`src/rtl/shift_sequencer_if.sv`:
```
// Request/response bundle between the ALU issue logic (master) and the
// iterative shift sequencer (slave).
interface shift_sequencer_if #(
   parameter int WIDTH   = 32,
   parameter int SHAMT_W = 5
);
   logic               start;
   logic [1:0]         op;
   logic [WIDTH-1:0]   data_in;
   logic [SHAMT_W-1:0] shamt;
   logic               busy;
   logic               done;
   logic [WIDTH-1:0]   result;
   logic [SHAMT_W-1:0] stage_sel;

   modport master (
      output start, op, data_in, shamt,
      input  busy, done, result, stage_sel
   );

   modport slave (
      input  start, op, data_in, shamt,
      output busy, done, result, stage_sel
   );
endinterface

```
`src/rtl/shift_sequencer.sv`:
```
// Iterative log-shifter: one stage (1,2,4,8,16) per clock behind a start/busy/done handshake.
// Optional SHIFT_SEQ_EARLY_EXIT_EN finishes as soon as no higher shamt bits remain.
module shift_sequencer #(
   parameter int WIDTH   = 32,
   parameter int SHAMT_W = 5
) (
   input  logic              clk,
   input  logic              rst,
   shift_sequencer_if.slave  bus
);
   localparam int STAGE_W = $clog2(SHAMT_W);
   localparam logic [STAGE_W-1:0] LAST_STAGE = STAGE_W'(SHAMT_W - 1);

   typedef enum logic [1:0] {
      IDLE  = 2'd0,
      SHIFT = 2'd1,
      DONE  = 2'd2
   } state_t;

   state_t             state_q, state_d;
   logic [STAGE_W-1:0] stage_q, stage_d;
   logic [1:0]         op_q, op_d;
   logic [SHAMT_W-1:0] shamt_q, shamt_d;
   logic [WIDTH-1:0]   result_q, result_d;

   logic                             busy, done;
   logic [SHAMT_W-1:0]               stage_sel;
   logic [SHAMT_W-1:0][WIDTH-1:0]    masked_word;
   logic [WIDTH-1:0]                 stage_word;
   logic                             step_taken;
   logic                             last_stage;

   // Each stage has its own fixed-distance word mux; only the selected,
   // enabled stage contributes to the OR-combined stage_word.
   generate
      for (genvar gi = 0; gi < SHAMT_W; gi++) begin : g_stage
         localparam int K = 1 << gi;
         logic [WIDTH-1:0] step_word;

         assign step_word =
            (op_q == 2'b00) ? {result_q[WIDTH-1-K:0], {K{1'b0}}} :
            (op_q == 2'b01) ? {{K{1'b0}}, result_q[WIDTH-1:K]} :
            (op_q == 2'b10) ? {{K{result_q[WIDTH-1]}}, result_q[WIDTH-1:K]} :
                              {result_q[K-1:0], result_q[WIDTH-1:K]};

         assign masked_word[gi] = (stage_sel[gi] && shamt_q[gi]) ? step_word : '0;
      end
   endgenerate

   always_comb begin
      stage_word = '0;
      for (int i = 0; i < SHAMT_W; i++) begin
         stage_word = stage_word | masked_word[i];
      end
   end

   assign step_taken = |(stage_sel & shamt_q);

`ifdef SHIFT_SEQ_EARLY_EXIT_EN
   assign last_stage = (stage_q == LAST_STAGE) ||
                       ((shamt_q >> (stage_q + 1'b1)) == '0);
`else
   assign last_stage = (stage_q == LAST_STAGE);
`endif

   always_ff @(posedge clk or posedge rst) begin
      if (rst) begin
         state_q  <= IDLE;
         stage_q  <= '0;
         op_q     <= '0;
         shamt_q  <= '0;
         result_q <= '0;
      end else begin
         state_q  <= state_d;
         stage_q  <= stage_d;
         op_q     <= op_d;
         shamt_q  <= shamt_d;
         result_q <= result_d;
      end
   end

   always_comb begin
      state_d  = state_q;
      stage_d  = stage_q;
      op_d     = op_q;
      shamt_d  = shamt_q;
      result_d = result_q;
      case (state_q)
         IDLE: begin
            if (bus.start) begin
               op_d     = bus.op;
               shamt_d  = bus.shamt;
               result_d = bus.data_in;
               stage_d  = '0;
               state_d  = SHIFT;
`ifdef SHIFT_SEQ_EARLY_EXIT_EN
               if (bus.shamt == '0) begin
                  state_d = DONE;
               end
`endif
            end
         end
         SHIFT: begin
            if (step_taken) begin
               result_d = stage_word;
            end
            if (last_stage) begin
               state_d = DONE;
            end else begin
               stage_d = stage_q + 1'b1;
            end
         end
         DONE:    state_d = IDLE;
         default: state_d = IDLE;
      endcase
   end

   always_comb begin
      busy      = (state_q != IDLE);
      done      = (state_q == DONE);
      stage_sel = (state_q == SHIFT) ? (SHAMT_W'(1) << stage_q) : '0;
   end

   assign bus.busy      = busy;
   assign bus.done      = done;
   assign bus.stage_sel = stage_sel;
   assign bus.result    = result_q;
endmodule

```
`src/flat_wrapper.sv`:
```
// flat-port wrapper written by rule: the top's interface ports become plain ports
module shift_sequencer_flat 
#(
   parameter int WIDTH   = 32,
   parameter int SHAMT_W = 5
)
  (clk, rst, bus_start, bus_op, bus_data_in, bus_shamt, bus_busy, bus_done, bus_result, bus_stage_sel);
  shift_sequencer_if #(.WIDTH(WIDTH), .SHAMT_W(SHAMT_W)) bus_i ();
  input  logic clk;
  input  logic rst;
  input wire logic [$bits(bus_i.start)-1:0] bus_start;
  input wire logic [$bits(bus_i.op)-1:0] bus_op;
  input wire logic [$bits(bus_i.data_in)-1:0] bus_data_in;
  input wire logic [$bits(bus_i.shamt)-1:0] bus_shamt;
  output wire logic [$bits(bus_i.busy)-1:0] bus_busy;
  output wire logic [$bits(bus_i.done)-1:0] bus_done;
  output wire logic [$bits(bus_i.result)-1:0] bus_result;
  output wire logic [$bits(bus_i.stage_sel)-1:0] bus_stage_sel;
  assign bus_i.start = bus_start;
  assign bus_i.op = bus_op;
  assign bus_i.data_in = bus_data_in;
  assign bus_i.shamt = bus_shamt;
  assign bus_busy = bus_i.busy;
  assign bus_done = bus_i.done;
  assign bus_result = bus_i.result;
  assign bus_stage_sel = bus_i.stage_sel;
  shift_sequencer #(.WIDTH(WIDTH), .SHAMT_W(SHAMT_W)) u_core (.clk(clk), .rst(rst), .bus(bus_i));
endmodule
```
`config.mk`:
```
export PLATFORM = sky130hd
export DESIGN_NAME = shift_sequencer_flat
export DESIGN_NICKNAME = d
export VERILOG_FILES = /design/src/rtl/shift_sequencer_if.sv /design/src/rtl/shift_sequencer.sv /design/src/flat_wrapper.sv
export SDC_FILE = /design/constraint.sdc
export NUM_CORES = 1
export LEC_CHECK = 0
export CORE_AREA = 2 2 67 133
export CTS_CLUSTER_DIAMETER = 50
export CTS_CLUSTER_SIZE = 20
export DETAILED_ROUTE_END_ITERATION = 16
export DIE_AREA = 0 0 69 135
export PLACE_DENSITY = 0.93
export SLEW_MARGIN = 30
export SYNTH_ARGS = -nofsm -noshare
export SYNTH_HDL_FRONTEND = slang
export SYNTH_SLANG_ARGS = --single-unit
```
`constraint.sdc`:
```
create_clock -name clk -period 3.35 [get_ports clk]
set_input_delay 1.005 -clock clk [delete_from_list [all_inputs] [get_ports clk]]
set_output_delay 1.005 -clock clk [all_outputs]
set_load 0.02 [all_outputs]
```
; ---- Yosys cells after proc, flatten, opt, wreduce, memory -nomap -nowiden
; Cells that the tools add are included.
[word_totals]
regBits = 44
elab_cells = 65
in_bits = 42
out_inout_bits = 39
[classes]
reduce_logical = 14
n_bitwise = 5
muxes = 30
add_sub_neg = 1
n_eq_ne = 9
shifts = 1
[ops]
columns = op, n
row1 = 32-bit 2-to-1 mux, 22
row2 = 32-bit bitwise OR, 4
row3 = 32-bit case mux with 2 select lines, 1
row4 = 3-bit 2-to-1 mux, 2
row5 = 3-bit case mux with 2 select lines, 1
row6 = 3-bit AND reduction, 2
row7 = 5-bit bitwise AND, 1
row8 = 1-bit logical AND, 5
row9 = 5-bit 2-to-1 mux, 1
row10 = 5-bit OR reduction, 1
row11 = "1-bit by 3-bit << shifter with 5-bit output, first input constant", 1
row12 = "2-bit by 1-bit equality test with 1-bit output, second input constant", 2
row13 = "2-bit equality test, second input constant", 2
row14 = 2-bit zero test, 2
row15 = 2-bit 2-to-1 mux, 2
row16 = "2-bit by 1-bit != test with 1-bit output, second input constant", 2
row17 = "2-bit != test, second input constant", 2
row18 = 2-bit case mux with 2 select lines, 1
row19 = 2-bit AND reduction, 2
row20 = 2-bit nonzero test, 2
row21 = "3-bit by 1-bit adder with 3-bit output, second input constant", 1
row22 = "3-bit equality test, second input constant", 1

; ---- Logic depth before layout (Yosys ltp)
[depth]
depth_word = 11
depth_mapped = 10
mapped_depth_nobuf = 7

; ---- Least setup slack after synthesis
; No wires, ideal clock.
[synth_path]
path_type = reg2out
from = register u_core.state_q[0]
to = output port bus_stage_sel[1]
t_required_ns = 2.345
path_slack_ns = 0.745
stages_incl_launch_ff = 6
arrival_time_ns = 1.600
path_cell_list = dfrtp_1 > clkbuf_1 > nor2b_1 > clkbuf_1 > clkbuf_1 > and3_1
[synth_via]
elab_chain_len = 2
[synth_rtl]
columns = element, line_no
row1 = "start, declared", shift_sequencer.sv:20  ; state_t state_q, state_d;
row2 = "start signal, assigned", shift_sequencer.sv:74  ; state_q <= state_d;
row3 = 2-bit by 1-bit equality test with 1-bit output, shift_sequencer.sv:121  ; stage_sel = (state_q == SHIFT) ? (SHAMT_W'(1) << stage_q) : '0;
row4 = 5-bit 2-to-1 mux, shift_sequencer.sv:121
row5 = "end, declared", flat_wrapper.sv:18  ; output wire logic [$bits(bus_i.stage_sel)-1:0] bus_stage_sel;
; Every way passes these cells.

; ---- Worst setup path in the final report
[layout_path]
from = register u_core.stage_q[0]
to = output port bus_stage_sel[0]
[layout_via]
elab_chain_len = 2
[layout_rtl]
columns = element, line_no
row1 = "start, declared", shift_sequencer.sv:21  ; logic [STAGE_W-1:0] stage_q, stage_d;
row2 = "start signal, assigned", shift_sequencer.sv:75  ; stage_q <= stage_d;
row3 = 1-bit by 3-bit << shifter with 5-bit output, shift_sequencer.sv:121
row4 = 5-bit 2-to-1 mux, shift_sequencer.sv:121
; Every way passes these cells.

==> summary.md <==
| Metric | Value |
|---|---|
| Status | finished, final reports clean |
| Pleak | 2.185 nW |
| Die width | between 60 and 70 um |
| Starting DRT DRC Count | between 700 and 800 |
| Detail Route Antenna Nets | 0 |
| Syn-to-layout area delta | 23.18% |
| DPL Wire Length | approximately 13000 um |
| Global-route wire length before repair | 29650 um |
| Fin util | 0.6736 |
| Critical path type | reg2out |
| Ys flop type | dfrtp_1 |
| Area leader, netlist | dfrtp_1 |
| Vias in the first global route | 5317 |
| Final net count | 677 |
| Mapped Area | roughly 0.0045 sq mm |
| Critical path arrival | 2130 ps |
| Async set or reset register ratio after synthesis | 1.000 |
| Post-Syn Nets | around 640 |
| Pin count of the biggest net entering global routing | 59 |
| CTS hold repair buffers | 0 |
| Critical Path RT | around 2300 ps |
| CTS tree | yes |
| Clock Skews | 7.577 ps |
| Die area | 0.009315 sq mm |
| Port Buffers | 80 |
| CP Launch Type | flop |
| CTS sink count | 44 |
| Sequential element share of the synthesized area | 0.2446 |
| # H-tree levels | 2 |
| Worst-margin pin slew | 994.3 ps |
| Final hold slack | 501.1 ps |
| Die height | approximately 140 um |
| Top-count cell post-synth | nand2_1 |
| Residual DRC | 0 |
| Max-Cap Viols | 0 |
| Final Hold Fails | 0 |
| Core box area | a little over 0.008 sq mm |
| VDD IR max | approximately 1.4 mV |
| Detailed-route wire length per cell | approximately 26 um |
| Total Wirelength | roughly 19000 um |
| Via density | ~7.5 |
| Mapped Cells | a little under 600 |
| Relative slew margins | 0.3371 |
| Post-synth top area share | 0.2446 |
| Initial antenna violation count | 0 |
| CP Capture Type | output port |
| Syn avg cell area | between 7 and 8 sq um |
| Power Total | 0.006521 W |
| Placer Congestion | ~1.0 |
| Sum Neg Setup Slack | 0 ps |
| Setup repair bufs after CTS | 0 |
| Seq cells post-synth | 44 |
| Num rows | 47 |
| Worst Hold Class | reg2reg |
| Total CTS buffers | 5 |
| Vias | roughly 5.4k |
| Slew Limit Fails | 0 |
| Root Buffer | clkbuf_16 |
| GR Overflow Total | 0 |
| Synth unique cells | 53 |
| Fmax | approximately 320 MHz |
| Design area | ~0.0055 sq mm |
| Min Tclk post-route | between 3000 and 4000 ps |
| Drt pass-1 iters | 6 |
| Clock transition at path regs | 60 ps |
| Tcrit/Tclk final | 0.9368 |
| Cts repair resizes | 0 |
| Synth top cells by count | nand2_1, clkbuf_1, a21oi_1 |
| RSZ-0062 raised after global routing | false |
| Worst skew pair latency | 300 ps |
| EDFF count, synth | 0 |
| Top Ports | 81 |
| Gr usage total | 0.4093 |
| Yosys warnings | 0 |
| Clk buf depth | 2 |
| Area post-placement | about 0.0054 sq mm |
| Share of cells above drive strength 1 | 0.1094 |
| P per Cell Area | between 1000 and 1500 mW/mm^2 |
| # diodes | 0 |
| Final setup viols | 0 |
| Synth area leaders | dfrtp_1, mux2i_1, a21oi_1 |
| Initial Utilization | 0.5468 |
| CP max FO | 7 |
-- layout by cell type, fill, tap and decap left out, types with 12 or more instances in the layout --
| master | instances |
|---|---|
| clkdlybuf4s50_1 | 80 |
| nand2_1 | 62 |
| a21oi_1 | 48 |
| dfrtp_1 | 42 |
| o21ai_0 | 36 |
| mux2i_1 | 31 |
| nor2_1 | 26 |
| buf_4 | 24 |
| nand3_1 | 23 |
| o21ai_1 | 18 |
| o22ai_1 | 18 |
| a21boi_0 | 16 |
| o2bb2ai_1 | 13 |
| o31ai_1 | 12 |
-- stage by stage --
stage / cells / worst slack, ps
after floorplan: 590 / 744.8
after global placement: 721 / 557.6
after detailed placement: 721 / 478.3
after CTS: 729 / 227.5
after global routing: 729 / 100.6
final: 729 / 211.6
-- layer usage --
layer,vias up,GRT usage,share of wire
met1,2525,0.4648,0.33
met3,147,0.04701,0.095
met4,0,0.3214,0.090
met5,-,0,0
met2,452,0.6880,0.49
li1,2320,-,-
-- cell type report --
type / count / area (sq um)
Clock buffer: 5 / 125.1
Clock inverter: 3 / 42.54
Fill cell: 714 / 2688
Inverter: 7 / 26.28
Multi-Input combinational cell: 465 / 3084
Sequential cell: 44 / 1104
Tap cell: 98 / 122.6
Timing Repair Buffer: 107 / 1041
-- final timing paths --
kind	cells past startpoint	to	slack, ps	startpoint
worst max-delay path	5	bus_stage_sel[0]	210	u_core.stage_q[0]$_DFFE_PP0P_
worst min-delay path	1	u_core.shamt_q[2]$_DFFE_PP0P_	500	u_core.shamt_q[2]$_DFFE_PP0P_
worst max register to register	8	u_core.bus.result[4]$_DFFE_PP0P_	480	u_core.stage_q[2]$_DFFE_PP0P_
worst min register to register	1	u_core.shamt_q[2]$_DFFE_PP0P_	500	u_core.shamt_q[2]$_DFFE_PP0P_
max in group asynchronous	3	u_core.bus.result[11]$_DFFE_PP0P_	1750	rst
min in group asynchronous	2	u_core.bus.result[30]$_DFFE_PP0P_	1070	rst
-- state kept, by name, summed over array words and instances (netlist names) --
register,cells
u_core.stage_q,3
u_core.op_q,2
u_core.shamt_q,5
u_core.state_q,2
u_core.bus.result,32
-- worst max-delay path: stages, from the launching register on --
cell and delay, ps:
dfrtp_1 420, inv_1 100, ha_1 250, nor4bb_1 260, buf_4 200, clkdlybuf4s50_1 600
-- kinds of logic after synthesis --
| group | count (synthesis) | synth area share |
|---|---|---|
| adders and majority gates | 5 | 0.01390 |
| AOI/OAI and AO/OA | 246 | 0.3777 |
| and+or+nand+nor | 172 | 0.1946 |
| DFF | 44 | 0.2446 |
| muxes | 42 | 0.09644 |
| buffers and inverters | 81 | 0.07282 |
-- report_power, final --
group	switching [W]	internal, W	total, W
combinational	0.00261	0.00182	0.00443
sequential	0.000721	0.000791	0.00151
clock	0.000228	0.000351	0.000578
(Power assumes the default switching activity.)
